`config.mk`:
```
export PLATFORM = sky130hd
export DESIGN_NAME = select_action_seq
export DESIGN_NICKNAME = d
export VERILOG_FILES = /design/src/rtl/select_action_seq.sv
export SDC_FILE = /design/constraint.sdc
export NUM_CORES = 1
export LEC_CHECK = 0
export CORE_ASPECT_RATIO = 1.75
export CORE_MARGIN = 1.5
export CORE_UTILIZATION = 29
export CTS_BUF_LIST = sky130_fd_sc_hd__clkbuf_2 sky130_fd_sc_hd__clkbuf_4 sky130_fd_sc_hd__clkbuf_8
export DETAILED_ROUTE_END_ITERATION = 6
export PLACE_DENSITY = 0.52
export SYNTH_ARGS = -nofsm -noshare
export SYNTH_HDL_FRONTEND = slang
export SYNTH_SLANG_ARGS = --single-unit
```
`constraint.sdc`:
```
create_clock -name clk -period 5.1 [get_ports clk]
set_input_delay 1.02 -clock clk [delete_from_list [all_inputs] [get_ports clk]]
set_output_delay 1.02 -clock clk [all_outputs]
set_load 0.005 [all_outputs]
```
`src/rtl/select_action_seq.sv`:
```
// Sequential switch/LED operation selector: ADD, SUB, shift-add MULT and LZC on two operand halves.
// Optional macro SELECT_ACTION_AUTO_START_EN launches an operation whenever {selector, sw} changes.
module select_action_seq #(
    parameter  int WIDTH = 16,
    localparam int HALF  = WIDTH / 2,
    localparam int CNT_W = $clog2(HALF + 1)
) (
    input  logic             clk,
    input  logic             rst_n,
    input  logic             start,
    input  logic [2:0]       selector,
    input  logic [WIDTH-1:0] sw,
    output logic [WIDTH-1:0] led,
    output logic             busy,
    output logic             done,
    output logic             err
);

    localparam int LZC_W = $clog2(WIDTH + 1);

    localparam logic [2:0] OP_ADD  = 3'd0;
    localparam logic [2:0] OP_SUB  = 3'd1;
    localparam logic [2:0] OP_MULT = 3'd2;
    localparam logic [2:0] OP_LZC  = 3'd3;

    typedef enum logic {
        IDLE = 1'b0,
        CALC = 1'b1
    } state_t;

    // Handshake: start is sampled only in IDLE; busy is high for every CALC
    // cycle; done pulses for one cycle as led/err take their new values.
    state_t             state_q, state_d;
    logic [WIDTH-1:0]   a_q, a_d;
    logic [HALF-1:0]    b_q, b_d;
    logic [2:0]         sel_q, sel_d;
    logic [WIDTH-1:0]   sw_q, sw_d;
    logic [WIDTH-1:0]   acc_q, acc_d;
    logic [CNT_W-1:0]   cnt_q, cnt_d;
    logic [WIDTH-1:0]   led_q, led_d;
    logic               done_q, done_d;
    logic               err_q, err_d;
    logic               launch;

    logic [WIDTH-1:0]   op_a, op_b;
    logic [WIDTH-1:0]   single_res;
    logic [WIDTH-1:0]   acc_step;
    logic [LZC_W-1:0]   lzc;
    logic               lzc_found;
    logic               sel_valid;

`ifdef SELECT_ACTION_AUTO_START_EN
    logic [WIDTH+2:0]   last_q, last_d;

    // Any difference from the last completed request re-runs the operation.
    assign launch = start | ({selector, sw} != last_q);
`else
    assign launch = start;
`endif

    // Single-cycle results all derive from the latched switch word.
    assign op_a      = {{(WIDTH-HALF){1'b0}}, sw_q[WIDTH-1:HALF]};
    assign op_b      = {{(WIDTH-HALF){1'b0}}, sw_q[HALF-1:0]};
    assign sel_valid = (sel_q <= OP_LZC);
    assign acc_step  = acc_q + (b_q[0] ? a_q : {WIDTH{1'b0}});

    always_comb begin
        lzc       = LZC_W'(WIDTH);
        lzc_found = 1'b0;
        for (int i = WIDTH - 1; i >= 0; i--) begin
            if (!lzc_found && sw_q[i]) begin
                lzc       = LZC_W'(WIDTH - 1 - i);
                lzc_found = 1'b1;
            end
        end
    end

    always_comb begin
        single_res = {WIDTH{1'b0}};
        case (sel_q)
            OP_ADD:  single_res = op_a + op_b;
            OP_SUB:  single_res = op_a - op_b;
            OP_LZC:  single_res = {{(WIDTH-LZC_W){1'b0}}, lzc};
            default: single_res = {WIDTH{1'b0}};
        endcase
    end

    always_comb begin
        state_d = state_q;
        a_d     = a_q;
        b_d     = b_q;
        sel_d   = sel_q;
        sw_d    = sw_q;
        acc_d   = acc_q;
        cnt_d   = cnt_q;
        led_d   = led_q;
        done_d  = 1'b0;
        err_d   = err_q;
`ifdef SELECT_ACTION_AUTO_START_EN
        last_d  = last_q;
`endif
        case (state_q)
            IDLE: begin
                if (launch) begin
                    a_d     = {{(WIDTH-HALF){1'b0}}, sw[WIDTH-1:HALF]};
                    b_d     = sw[HALF-1:0];
                    sel_d   = selector;
                    sw_d    = sw;
                    acc_d   = {WIDTH{1'b0}};
                    cnt_d   = {CNT_W{1'b0}};
                    state_d = CALC;
                end
            end
            CALC: begin
                if (sel_q == OP_MULT) begin
                    acc_d = acc_step;
                    a_d   = a_q << 1;
                    b_d   = b_q >> 1;
                    cnt_d = cnt_q + CNT_W'(1);
                    // The last step's partial product goes straight to led.
                    if (cnt_q == CNT_W'(HALF - 1)) begin
                        led_d   = acc_step;
                        err_d   = 1'b0;
                        done_d  = 1'b1;
                        state_d = IDLE;
`ifdef SELECT_ACTION_AUTO_START_EN
                        last_d  = {sel_q, sw_q};
`endif
                    end
                end else begin
                    led_d   = single_res;
                    err_d   = !sel_valid;
                    done_d  = 1'b1;
                    state_d = IDLE;
`ifdef SELECT_ACTION_AUTO_START_EN
                    last_d  = {sel_q, sw_q};
`endif
                end
            end
            default: state_d = IDLE;
        endcase
    end

    always_ff @(posedge clk or negedge rst_n) begin
        if (!rst_n) begin
            state_q <= IDLE;
            a_q     <= '0;
            b_q     <= '0;
            sel_q   <= '0;
            sw_q    <= '0;
            acc_q   <= '0;
            cnt_q   <= '0;
            led_q   <= '0;
            done_q  <= 1'b0;
            err_q   <= 1'b0;
        end else begin
            state_q <= state_d;
            a_q     <= a_d;
            b_q     <= b_d;
            sel_q   <= sel_d;
            sw_q    <= sw_d;
            acc_q   <= acc_d;
            cnt_q   <= cnt_d;
            led_q   <= led_d;
            done_q  <= done_d;
            err_q   <= err_d;
        end
    end

`ifdef SELECT_ACTION_AUTO_START_EN
    // All-ones never matches a plausible first request, so one op runs after reset.
    always_ff @(posedge clk or negedge rst_n) begin
        if (!rst_n) begin
            last_q <= '1;
        end else begin
            last_q <= last_d;
        end
    end
`endif

    assign led  = led_q;
    assign busy = (state_q == CALC);
    assign done = done_q;
    assign err  = err_q;

endmodule
```
### After elaboration in Yosys (flattened, before gate mapping)

Index checks and enable logic that the tools add are counted.

* add/sub/neg operators: 4
* $lt $le $gt $ge: 1
* eq/ne operators: 7
* mux-type cells: 56
* bitwise logic cells: 1
* reductions and logical operators: 35

Operators with widths (number)
* two-way mux 16 bit: 7
* two-way mux 5 bit: 16
* one-hot mux 16 bit (2 select lines): 2
* one-hot mux 16 bit (3 select lines): 1
* two-way mux 1 bit: 23
* adder 16 bit: 1
* zero test 1 bit: 16
* two-way mux 8 bit: 2
* one-hot mux 8 bit (2 select lines): 1
* logical AND 1 bit: 15
* adder 8 x 8 -> 9 bit: 1
* subtractor 8 x 8 -> 9 bit: 1
* two-way mux 4 bit: 2
* one-hot mux 4 bit (2 select lines): 1
* equality test 3 x 2 -> 1 bit, second input constant: 2
* AND reduction 2 bit: 3
* adder 4 x 1 -> 4 bit, second input constant: 1
* equality test 4 x 3 -> 1 bit, second input constant: 1
* != test 2 x 1 -> 1 bit, second input constant: 2
* equality test 3 x 1 -> 1 bit, second input constant: 1
* less-or-equal comparator 3 x 2 -> 1 bit, second input constant: 1
* zero test 3 bit: 1
* != test 2 bit, second input constant: 1
* one-hot mux 1 bit (2 select lines): 1
* NOT 1 bit: 1

* register bits after elaboration: 82
* output and inout bits: 19
* word-level logic and storage cells: 114

### Longest topological paths before layout

* depth in word-level cells: 48
* mapped depth: 11
* gate-level depth less buffers: 11

### Worst setup path after synthesis

OpenSTA, ideal clock, no wires.

* path type: reg-to-reg
* start point: register b_q[0]
* end point: register led_q[13], in the netlist led[13]
* library setup time: 0.148 ns
* data arrival time: 2.368 ns
* required time: 4.952 ns
* path slack: 2.584 ns
* stages on the path, launching flop included: 11
* path through: dfrtp_1 -> clkbuf_1 -> and2_1 -> ha_1 -> clkbuf_1 -> a211oi_1 -> a21boi_1 -> or4_1 -> o21ai_1 -> xor2_1 -> a211oi_1

* longest elaborated chain between the ends: 4

RTL lines
* from (decl): line 35 `logic [HALF-1:0] b_q, b_d;`
* from (signal assigned): line 148 `b_q <= '0;`
* from (signal assigned): line 159 `b_q <= b_d;`
* two-way mux 16 bit: line 65 `assign acc_step = acc_q + (b_q[0] ? a_q : {WIDTH{1'b0}});`
* adder 16 bit: line 65
* two-way mux 16 bit: line 121 `if (cnt_q == CNT_W'(HALF - 1)) begin`
* two-way mux 16 bit: line 115 `if (sel_q == OP_MULT) begin`
* to (signal assigned): line 164 `led_q <= led_d;`
* to (decl): line 40 `logic [WIDTH-1:0] led_q, led_d;`

Every way passes these cells. The select of a mux whose other input is x is not followed.
A chain may end at the register's enable or synchronous reset.

### Worst setup path in the final report

Same ends and word-level chain as after synthesis.

==> results.md <==
* Clock root buffer: clkbuf_8
* Number of buffers created by CTS at 9
* CTS hold repair buffers at 0
* # diodes at 0
* Final Hold Fails at 0
* Mean post-synth cell area at 8.83 um2
* Num rows at 63
* CTS tree: built
* Hold_ws at 491 ps
* Clk Latency, worst-skew pair at 370 ps
* Avg Vias per Cell at 5.02
* Min Tclk post-route at 2950 ps
* Unrepaired setup endpoints after global routing: false
* Hold Path Class: flop to flop
* Final clock skew at 14.1 ps
* Die W at 102 um
* Resize count post-CTS at 0
* Worst-path clk slew at 90 ps
* Critical Path, Cell by Cell: and2_1 -> ha_1 -> a211o_1 -> a21oi_1 -> a21boi_1 -> or4_1 -> o21ai_1 -> xor2_1 -> a211oi_1
* Wire per inst at 17.2 um
* Layout cells sized above 1 at 0.0629
* CORE AREA at 16900 um2
* Initial DRT Pass Iterations at 4
* CP Capture Type: flop
* Most frequent cells in the layout: nand2_1 (110), dfrtp_1 (82), o21ai_1 (40)
* Max Freq at 339 MHz
* Sequential area share after synthesis at 0.409
* Status: complete, no violations
* CP Launch Type: flop
* Crit Path Category: flop to flop
* Nets@finish at 656
* Design Power at 2.39 mW
* Number of global-route vias before repair at 4381
* Max_cap viols at 0
* Critical path peak fanout at 17
* Netlist cell types at 63
* Fin Setup TNS at 0 ps
* Final worst-path cycle share at 0.579
* Final ANT Viol Nets at 0
* IO buf count at 40
* VDD IR max at 0.151 mV
* Ys Warns at 0
* Initial DRC count at 200
* Hpwl dp at 11.0 mm
* Req. time, crit path at 5330 ps
* Grt ovf at 0
* Worst EP arrival at 3180 ps
* Number of H-tree levels at 3
* Initial antenna violation count at 0
* Max stage delay cell, worst path: dfrtp_1
* Post-CTS setup buffers at 0
* Starting density of the core at 0.296
* Top cell type's share of synthesized area at 0.409
* Max Used Layer: met4
* WL met1 at 5.39 mm
* Global Route Usage Sum at 0.168
* Via count at 4170
* Commonest non-fill, non-tap cell in the layout: nand2_1
* R2R setup slack at 2150 ps
* Layout area overhead at 16.4%
* Worst path max stage delay at 620 ps
* Post-synth EDFFs at 0
* Layout Cells excl Fill at 831
* Clk sinks at 82
* Static leakage at 2.62 nW
* Max Root-Sink Buffers at 2
* Ports at 41
* Setup violators final at 0
* Most used flip-flop cell after synthesis: dfrtp_1
* Syn Inst Count at 568
* Total placed cells including tap cells at 815
* First-pass GRT wire length at 23.0 mm
* Final WL at 14.3 mm
* Tightest Pin Transition at 1190 ps
* Cell Area, Synth at 5010 um2
* RePlAce Congestion at 0.925
* Fin. max-slew vios at 0
* Synth area leaders: dfrtp_1 (41%), nand2_1 (8.2%), ha_1 (8.0%), o21ai_1 (4.0%), nor2_1 (2.8%)
* # DRC at 0
* Die height at 177 um
* Asr flop ratio synth at 1.00
* Mapped Nets at 625
* Met2 WL at 7.97 mm
* Flops & latches, synth at 82
* Met3 wire length at 294 um
* Slew HR at 0.204
* Die area at 18100 um2
* Largest net degree at the start of global routing at 54
* Most area-hungry cell type in the Yosys netlist: dfrtp_1
* Power Dens Cells at 409 nW/um2
-- metal layers --
| metal | GRT usage | vias up |
|---|---|---|
| met5 | 0 | - |
| li1 | - | 2040 |
| met1 | 0.177 | 2016 |
| met2 | 0.321 | 93 |
| met4 | 0.0856 | 0 |
| met3 | 0.0162 | 21 |
-- area by class of cell --
class | instances | area, um2
Tap cell | 227 | 284
Clock buffer | 12 | 165
Multi-Input combinational cell | 441 | 2790
Timing Repair Buffer | 45 | 435
Fill cell | 1773 | 11100
Inverter | 20 | 75.1
Sequential cell | 82 | 2050
Clock inverter | 4 | 32.5
-- stage by stage --
stage | setup WS, ps | instance area (um2) | utilization
2_1_floorplan | 2580 | 5010 | -
3_3_place_gp | 1960 | 5640 | 0.333
3_5_place_dp | 1880 | 5640 | 0.333
4_1_cts | 2170 | 5840 | 0.344
5_1_grt | 1910 | 5840 | 0.344
6_report | 2150 | 5840 | 0.344
-- state kept, by name, summed over array words and instances (netlist names) --
signal,count
a_q,16
acc_q,16
led,16
sw_q,16
b_q,8
cnt_q,4
sel_q,3
busy,1
done,1
err,1
-- cells by family (layout without fill, tap and decap cells) --
logic type      after synthesis  after routing  synth area share
xor+xnor                     23             23            0.0402
simple gates                223            223             0.209
mux                          15             15            0.0324
fa+ha+maj                    35             35            0.0918
flops                        82             82             0.409
compound gates              145            145             0.183
buf+inv                      45             81            0.0347
-- path summary, 6_finish.rpt --
path | startpoint | endpoint | cells past startpoint
max | b_q[0]$_DFFE_PN0P_ | led[13]$_DFFE_PN0P_ | 9
min | b_q[3]$_DFFE_PN0P_ | b_q[3]$_DFFE_PN0P_ | 2
max reg2reg | b_q[0]$_DFFE_PN0P_ | led[13]$_DFFE_PN0P_ | 9
min reg2reg | b_q[3]$_DFFE_PN0P_ | b_q[3]$_DFFE_PN0P_ | 2
max in group asynchronous | rst_n | acc_q[11]$_DFFE_PN0P_ | 2
min in group asynchronous | rst_n | sw_q[3]$_DFFE_PN0P_ | 1
-- worst max-delay path: cells and delay by family, from the launching register on --
kind / cells / cell delay [ps]
AND/OR/NAND/NOR: 2 / 740
XOR/XNOR: 1 / 240
adder cells (fa/ha/maj): 1 / 260
flip-flops: 1 / 620
AO/OA/AOI/OAI: 5 / 940
-- report_power, final --
group / switching, mW / internal, mW
combinational: 0.503 / 0.434
sequential: 0.165 / 0.807
clock: 0.257 / 0.221
-- cells in the mapped netlist (all sizes together), types with 2 or more instances --
library cell / number
a21o: 7
o41ai: 3
nand4: 4
ha: 32
o221ai: 3
clkbuf: 16
xnor2: 14
mux2i: 14
and2: 17
or4: 3
nand3: 26
a21oi: 29
fa: 3
nand2: 110
nor3: 6
o31ai: 3
nand2b: 3
o211ai: 3
o21a: 7
a211oi: 6
inv: 20
nor2b: 6
o21bai: 2
dfrtp: 82
nor2: 40
a31oi: 7
nand3b: 2
o21ai: 59
a2111oi: 2
xor2: 9
buf: 9
a211o: 2
(Power assumes the default switching activity.)
